**src/rtl/rasterizador_triangulo.sv**
```systemverilog
// Triangle rasterizer: bounding-box scan, one candidate per cycle, ready/valid point stream.
// Optional ORIENTACAO_DUPLA_EN also accepts clockwise triangles (all edge values <= 0).
module rasterizador_triangulo (
    input  logic        clk,
    input  logic        rst_n,
    input  logic        start,
    input  logic [11:0] Ponto1X,
    input  logic [11:0] Ponto1Y,
    input  logic [11:0] Ponto2X,
    input  logic [11:0] Ponto2Y,
    input  logic [11:0] Ponto3X,
    input  logic [11:0] Ponto3Y,
    input  logic        out_ready,
    output logic        busy,
    output logic        out_valid,
    output logic [11:0] out_x,
    output logic [11:0] out_y,
    output logic        done,
    output logic [24:0] num_pontos
);
    // state | meaning
    // IDLE  | waiting for start
    // SETUP | bounding box and cursor init
    // SCAN  | one cursor point per cycle, stalls on back-pressure
    // DONE  | one-cycle done pulse
    localparam logic [1:0] IDLE  = 2'd0;
    localparam logic [1:0] SETUP = 2'd1;
    localparam logic [1:0] SCAN  = 2'd2;
    localparam logic [1:0] DONE  = 2'd3;

    logic [1:0]  estado;
    logic [11:0] v1x, v1y, v2x, v2y, v3x, v3y;
    logic [11:0] xmin, xmax, ymax;
    logic [11:0] cx, cy;
    logic        ultimo;
    logic [11:0] bb_xmin, bb_xmax, bb_ymin, bb_ymax;
    logic signed [26:0] e1, e2, e3;
    logic        dentro, fim_cursor, parado;

    function automatic logic signed [26:0] edge_val(
        input logic [11:0] ax, input logic [11:0] ay,
        input logic [11:0] bx, input logic [11:0] by,
        input logic [11:0] px, input logic [11:0] py);
        logic signed [12:0] dpx, day, dax, dpy;
        logic signed [25:0] p1, p2;
        dpx = $signed({1'b0, px}) - $signed({1'b0, bx});
        day = $signed({1'b0, ay}) - $signed({1'b0, by});
        dax = $signed({1'b0, ax}) - $signed({1'b0, bx});
        dpy = $signed({1'b0, py}) - $signed({1'b0, by});
        p1 = dpx * day;
        p2 = dax * dpy;
        edge_val = 27'(p1) - 27'(p2);
    endfunction

    function automatic logic [11:0] min3(input logic [11:0] a, input logic [11:0] b,
                                         input logic [11:0] c);
        logic [11:0] m;
        m = (a < b) ? a : b;
        min3 = (m < c) ? m : c;
    endfunction

    function automatic logic [11:0] max3(input logic [11:0] a, input logic [11:0] b,
                                         input logic [11:0] c);
        logic [11:0] m;
        m = (a > b) ? a : b;
        max3 = (m > c) ? m : c;
    endfunction

    always_comb begin
        bb_xmin = min3(v1x, v2x, v3x);
        bb_xmax = max3(v1x, v2x, v3x);
        bb_ymin = min3(v1y, v2y, v3y);
        bb_ymax = max3(v1y, v2y, v3y);
    end

    always_comb begin
        e1 = edge_val(v1x, v1y, v2x, v2y, cx, cy);
        e2 = edge_val(v2x, v2y, v3x, v3y, cx, cy);
        e3 = edge_val(v3x, v3y, v1x, v1y, cx, cy);
`ifdef ORIENTACAO_DUPLA_EN
        dentro = (!e1[26] && !e2[26] && !e3[26]) ||
                 ((e1[26] || e1 == 27'sd0) && (e2[26] || e2 == 27'sd0) &&
                  (e3[26] || e3 == 27'sd0));
`else
        dentro = !e1[26] && !e2[26] && !e3[26];
`endif
        fim_cursor = (cx == xmax) && (cy == ymax);
        parado     = out_valid && !out_ready;
    end

    always_ff @(posedge clk or negedge rst_n) begin
        if (!rst_n) begin
            estado     <= IDLE;
            busy       <= 1'b0;
            out_valid  <= 1'b0;
            out_x      <= '0;
            out_y      <= '0;
            done       <= 1'b0;
            num_pontos <= '0;
            v1x <= '0; v1y <= '0; v2x <= '0; v2y <= '0; v3x <= '0; v3y <= '0;
            xmin <= '0; xmax <= '0; ymax <= '0;
            cx <= '0; cy <= '0;
            ultimo <= 1'b0;
        end else begin
            done <= 1'b0;
            case (estado)
                IDLE: begin
                    if (start) begin
                        v1x <= Ponto1X; v1y <= Ponto1Y;
                        v2x <= Ponto2X; v2y <= Ponto2Y;
                        v3x <= Ponto3X; v3y <= Ponto3Y;
                        busy       <= 1'b1;
                        num_pontos <= '0;
                        out_valid  <= 1'b0;
                        estado     <= SETUP;
                    end
                end
                SETUP: begin
                    xmin   <= bb_xmin;
                    xmax   <= bb_xmax;
                    ymax   <= bb_ymax;
                    cx     <= bb_xmin;
                    cy     <= bb_ymin;
                    ultimo <= 1'b0;
                    estado <= SCAN;
                end
                SCAN: begin
                    if (!parado) begin
                        if (out_valid) num_pontos <= num_pontos + 25'd1;
                        // ultimo: the final cursor was emitted and is being handed off now
                        if (ultimo) begin
                            out_valid <= 1'b0;
                            busy      <= 1'b0;
                            done      <= 1'b1;
                            estado    <= DONE;
                        end else begin
                            out_valid <= dentro;
                            if (dentro) begin
                                out_x <= cx;
                                out_y <= cy;
                            end
                            if (fim_cursor) begin
                                if (dentro) begin
                                    ultimo <= 1'b1;
                                end else begin
                                    busy   <= 1'b0;
                                    done   <= 1'b1;
                                    estado <= DONE;
                                end
                            end else if (cx == xmax) begin
                                cx <= xmin;
                                cy <= cy + 12'd1;
                            end else begin
                                cx <= cx + 12'd1;
                            end
                        end
                    end
                end
                default: begin
                    estado <= IDLE;
                end
            endcase
        end
    end
endmodule

```
**config.mk**
```make
export PLATFORM = sky130hd
export DESIGN_NAME = rasterizador_triangulo
export DESIGN_NICKNAME = d
export VERILOG_FILES = /design/src/rtl/rasterizador_triangulo.sv
export SDC_FILE = /design/constraint.sdc
export NUM_CORES = 2
export LEC_CHECK = 0
export BUFFER_PORTS_ARGS = -buffer_cell sky130_fd_sc_hd__buf_2
export CORE_MARGIN = 8
export CORE_UTILIZATION = 27
export DETAILED_ROUTE_END_ITERATION = 6
export SYNTH_ARGS = -nofsm -noshare
export SYNTH_HDL_FRONTEND = slang
export SYNTH_SLANG_ARGS = --single-unit
```
**constraint.sdc**
```tcl
create_clock -name clk -period 29.2 [get_ports clk]
set_input_delay 4.38 -clock clk [delete_from_list [all_inputs] [get_ports clk]]
set_output_delay 4.38 -clock clk [all_outputs]
set_load 0.03 [all_outputs]
```
**Word level (Yosys, flattened, before mapping)**

Cells that the tools add are included.

- Flip-flop bits (word level): 187
- Input port bits: 76
- Logic and storage cells: 133
- Output and inout bits: 52

- Mux-type cells: 48
- Multiply operators: 6
- Bitwise gates (word level): 2
- Order comparisons: 8
- Equality and inequality tests: 12
- Reduce and logical (&&, ||, !) cells: 20
- Add/subtract/negate cells: 18

Operator list:

| operator | number |
|---|---|
| two-way mux 12 bit | 16 |
| multiplier 13 x 13 -> 26 bit | 6 |
| subtractor 12 x 12 -> 13 bit | 12 |
| subtractor 26 x 26 -> 27 bit | 3 |
| two-way mux 25 bit | 3 |
| one-hot mux 25 bit (2 select lines) | 1 |
| > comparator 12 bit | 4 |
| < comparator 12 bit | 4 |
| one-hot mux 12 bit (2 select lines) | 2 |
| adder 25 x 1 -> 25 bit (second input constant) | 1 |
| adder 12 x 1 -> 12 bit (second input constant) | 2 |
| == test 12 bit | 2 |
| two-way mux 1 bit | 17 |
| AND reduction 4 bit | 4 |
| != test 2 bit (second input constant) | 6 |
| two-way mux 2 bit | 5 |
| AND reduction 5 bit | 2 |
| != test 3 bit (second input constant) | 2 |
| one-hot mux 1 bit (2 select lines) | 3 |
| one-hot mux 2 bit (3 select lines) | 1 |
| logical AND 1 bit | 4 |
| zero test 1 bit | 4 |
| AND reduction 2 bit | 2 |
| nonzero test 2 bit | 2 |
| other kinds (5) | 6 |

**Longest topological paths before layout**

- Depth after elaboration: 11
- Mapped depth: 41
- Depth with buffers taken out: 39

**Worst setup path after synthesis**

No wires, ideal clock.

- Path kind: flip-flop to flip-flop
- Start point: register v3x[0]
- End point: register out_x[0]
- Arrival time: 9.236 ns
- Required time: 29.075 ns
- Setup slack: 19.839 ns
- Stages on the path, launching flop included: 36
- Setup time: 0.125 ns
- Period minus slack after synthesis: 9.361 ns
- Path buffers: 2
- Path through: dfrtp_1 > inv_1 > ha_1 > inv_1 > fa_1 > a21o_1 > a21oi_2 > o21ai_0 > a21oi_1 > o21bai_1 > a21oi_2 > o21ai_1 > o41ai_4 > buf_2 > nand2_1 > fa_1 > inv_1 > fa_1 > inv_1 > fa_1 > fa_1 > fa_1 > fa_1 > inv_1 > fa_1 > inv_1 > ha_1 > or4_1 > a41o_1 > a211oi_1 > xnor2_1 > o2111ai_2 > or2_4 > nor2_8 > buf_12 > mux2_4

- Word-level cells in the longest chain between the ends: 7
- Elaborated cells between the ends (all ways): 13
- Classes of those cells: add/sub (5); mul (3); reduce/logical (5)

RTL lines:

| what | RTL line | source |
|---|---|---|
| from (decl) | 32 | `logic [11:0] v1x, v1y, v2x, v2y, v3x, v3y;` |
| from (signal assigned) | 111 | `v3x <= Ponto3X; v3y <= Ponto3Y;` |
| subtractor 12 x 12 -> 13 bit (on tied branches) | 46, 48 |  |
| multiplier 13 x 13 -> 26 bit (on tied branches) | 50, 51 |  |
| subtractor 26 x 26 -> 27 bit | 52 | `edge_val = 27'(p1) - 27'(p2);` |
| zero test 1 bit | 85 | `dentro = !e1[26] && !e2[26] && !e3[26];` |
| logical AND 1 bit | 85 |  |
| logical AND 1 bit (*) | 85 |  |
| AND reduction 4 bit (no source line) (*) | n/a |  |
| to (signal assigned) | 96 | `out_x <= '0;` |
| to (signal assigned) | 139 | `out_x <= cx;` |
| to (decl) | 16 | `output logic [11:0] out_x,` |

Every way passes the cells marked *; elsewhere a longest branch is shown, timed or not.
A chain may end at the register's enable or synchronous reset.

**Worst setup path in the final report**

- Start point: register v3x[0]
- End point: register out_y[11]

- Word-level cells in the longest chain between the ends: 7
- Elaborated cells between the ends (all ways): 13
- Classes of those cells: add/sub (5); mul (3); reduce/logical (5)

RTL lines:

| what | RTL line | source |
|---|---|---|
| subtractor 12 x 12 -> 13 bit (on tied branches) | 46, 48 |  |
| multiplier 13 x 13 -> 26 bit (on tied branches) | 50, 51 |  |
| subtractor 26 x 26 -> 27 bit | 52 |  |
| zero test 1 bit | 85 |  |
| logical AND 1 bit | 85 |  |
| logical AND 1 bit (*) | 85 |  |
| AND reduction 4 bit (no source line) (*) | n/a |  |
| to (signal assigned) | 140 | `out_y <= cy;` |
| to (decl) | 17 | `output logic [11:0] out_y,` |

Marks and branches as above.

==> out/results.tsv <==
metric	value	unit
reg2reg_to	out_y[11]$_DFFE_PN0P_	
setup_viol	0	
cts_tree	built	
drtIter0Drc	2397	
maxCapViolations	0	
crit_family	adder cells	
routedWlPerCell	19.3	um
yosysUniqueCellTypes	85	
slew_violations	0	
finalCritPeriodShare	0.403	
synth-simple-area-share	0.125	
area_growth	8.98	%
vias	40400	
synth_edf_count	0	
min_to	xmin[5]$_DFFE_PN0P_	
yosysWarnings	0	
ys.flop_type	dfrtp_1	
slowest_delay	0.70	ns
setup_tns	0	ns
fp.dieH	469	um
antenna_found_initial	20	
postCtsSetupBuffers	0	
coreArea	204000	sq um
synthMuxAreaShare	0.0360	
drt_first_pass_iters	6	
syn-num-nets	7765	
r2r_cells	33	
numCtsBuffers	17	
start_util	0.271	
r2r_slack	17.43	ns
ant_nets	0	
worstSetupStartpointType	flop	
min_path_cells	2	
path_class	reg -> reg	
hold_class	reg -> reg	
outcome	complete, no violations	
crit_cells	33	
synth_top_family_by_area	adder cells	
end_kind	flop	
r2r_start	v3x[0]$_DFFE_PN0P_	
clk_latency	0.50	ns
slowest_stage	a211oi_1	
synth_fa_ha_area_frac	0.547	
post-route-drc-count	0	
cts.sinks	187	
rsz0062_at_grt	false	
netlist_instances	5975	
path_clk_slew	0.10	ns
netlist_area	55300	sq um
fin_hold_ws	0.496	ns
period_needed	11.77	ns
die_area	220000	sq um
post_cts_resized	0	
syn_avg_cell_area	9.26	sq um
fin_skew	0.0377	ns
gr-total-overflow	0	
hpwl	146000	um
relSlewSlack	0.141	
hold_buffers	0	
die_w	469	um
fmax	85.0	MHz
ys_seq_area_frac	0.0846	
synth_area_leaders	fa_1 42%, ha_1 12%, inv_1 10%, dfrtp_1 8.5%, nand2_1 3.9%	
postLayoutCoreUtil	0.295	
synth_top_area_frac	0.425	
crit_path_frequent_cell	fa_1	
synth_compound_area_frac	0.0584	
yosys.area.top_type	fa_1	
cp_data_arrival_time	12.14	ns
worstHoldStart	xmin[5]$_DFFE_PN0P_	
grt_pass1_vias	44400	
track_usage	0.156	
rows	166	
globalplace.congestion	0.936	
wl	169000	um
placed_cells	8747	
clockBufferDepth	2	
worst-path-buf-inv	6	
fin_cells	8791	
hold_viol_final	0	
htreeDepth	4	
io_buffers	127	
ys_seq_elements	187	
synthXorXnorAreaFrac	0.0371	
async_flop_share	1.00	
grt_first_pass_wirelength	265000	um
worstMarginPinSlew	1.28	ns
grt_max_degree	74	
nets	7868	
drive_gt1_frac	0.0752	
path_max_fanout	24	
vias_per_cell	4.59	
boundaryPins	128	
worst_ep_required_time	29.57	ns
cts-root-buf	clkbuf_16	
[worst min-delay path, cell delays in order, from the launching register on]
cell and delay (ns):
dfrtp_1 0.35, nand2_1 0.05, o21ai_1 0.06
[cells in the mapped netlist, types with 4 or more instances]
master / number
dfrtp_1: 187
nand2b_1: 111
a21boi_1: 10
or2_2: 28
fa_1: 1173
and3_1: 21
o211ai_1: 8
a21o_1: 61
nor2_1: 508
a22oi_1: 8
a31oi_1: 5
nand3_1: 28
ha_1: 541
buf_2: 8
a211o_1: 6
a21oi_2: 17
mux2i_1: 71
o221ai_1: 6
o31ai_2: 8
nor2b_1: 84
o21a_1: 6
o21ai_0: 124
nor3_1: 43
o21ai_1: 30
inv_1: 1486
o21bai_1: 23
xor2_1: 80
nand2_1: 575
o41ai_1: 5
mux2_4: 20
a21oi_1: 108
a41o_1: 4
or3_1: 14
a21boi_0: 10
a211oi_1: 9
and2_1: 81
xnor2_1: 154
mux2_2: 86
clkbuf_1: 128
nor4_1: 10
nand4_1: 25
[stage by stage]
| step | area (sq um) | setup slack, ns |
|---|---|---|
| floorplan | 55300 | 19.84 |
| global placement | 59600 | 17.50 |
| detailed placement | 59600 | 17.33 |
| CTS | 60200 | 17.29 |
| global route | 60300 | 16.85 |
| finish | 60300 | 17.43 |
[worst max-delay path by stage]
stage	start	end	slack, ns
6_report	v3x[0]$_DFFE_PN0P_	out_y[11]$_DFFE_PN0P_	17.43
5_1_grt	v3x[0]$_DFFE_PN0P_	out_y[11]$_DFFE_PN0P_	16.85
3_5_place_dp	v3x[0]$_DFFE_PN0P_	out_y[11]$_DFFE_PN0P_	17.33
4_1_cts	v3x[0]$_DFFE_PN0P_	out_y[8]$_DFFE_PN0P_	17.29
2_1_floorplan	v3x[0]$_DFFE_PN0P_	out_x[0]$_DFFE_PN0P_	19.84
3_3_place_gp	v3x[0]$_DFFE_PN0P_	out_y[11]$_DFFE_PN0P_	17.50
[registers in the layout (all words and copies together), names as in the netlist, 2 cells and up]
signal,flops
v1y,12
v3x,12
out_x,12
v1x,12
cy,12
out_y,12
estado,2
v2x,12
cx,12
ymax,12
v2y,12
xmin,12
xmax,12
v3y,12
num_pontos,25
[layout by cell type (no fill, tap or decap), types with 31 or more instances in the layout]
master    Yosys  routed
nor2_1      508     506
mux2i_1      71      71
nor3_1       43      43
nor2b_1      84      84
a21o_1       61      61
and2_1       81      81
inv_1      1486    1486
nand2_1     575     574
xnor2_1     154     135
o21ai_1      30      31
buf_4         3     103
a21oi_1     108     107
xor2_1       80      80
mux2_2       86      86
ha_1        541     541
o21ai_0     124     123
fa_1       1173    1173
buf_2         8     126
nand2b_1    111     111
dfrtp_1     187     187
[metal layers]
| layer | vias up | GRT usage | routed length [um] |
|---|---|---|---|
| met5 | - | 0 | 28 |
| met4 | 4 | 0.0758 | 9860 |
| met3 | 271 | 0.0216 | 9460 |
| met2 | 1193 | 0.267 | 81300 |
| met1 | 20800 | 0.194 | 68800 |
| li1 | 18100 | - | - |
[layout make-up]
type	instances	area [sq um]
Tap cell	2688	3360
Clock buffer	21	460
Antenna cell	12	30.0
Multi-Input combinational cell	4153	44600
Clock inverter	11	150
Sequential cell	187	4680
Timing Repair Buffer	230	1420
Inverter	1489	5590
Fill cell	21400	144000
[cells by family after synthesis]
kind of cell,after synthesis
fa+ha+maj,1714
buf+inv,1635
simple gates,1542
compound gates,485
xor+xnor,234
flops,187
mux,178
Power is left out: the tool's default activity adds up to more than one toggle a clock period on the data nets, which glitch-free logic cannot reach.
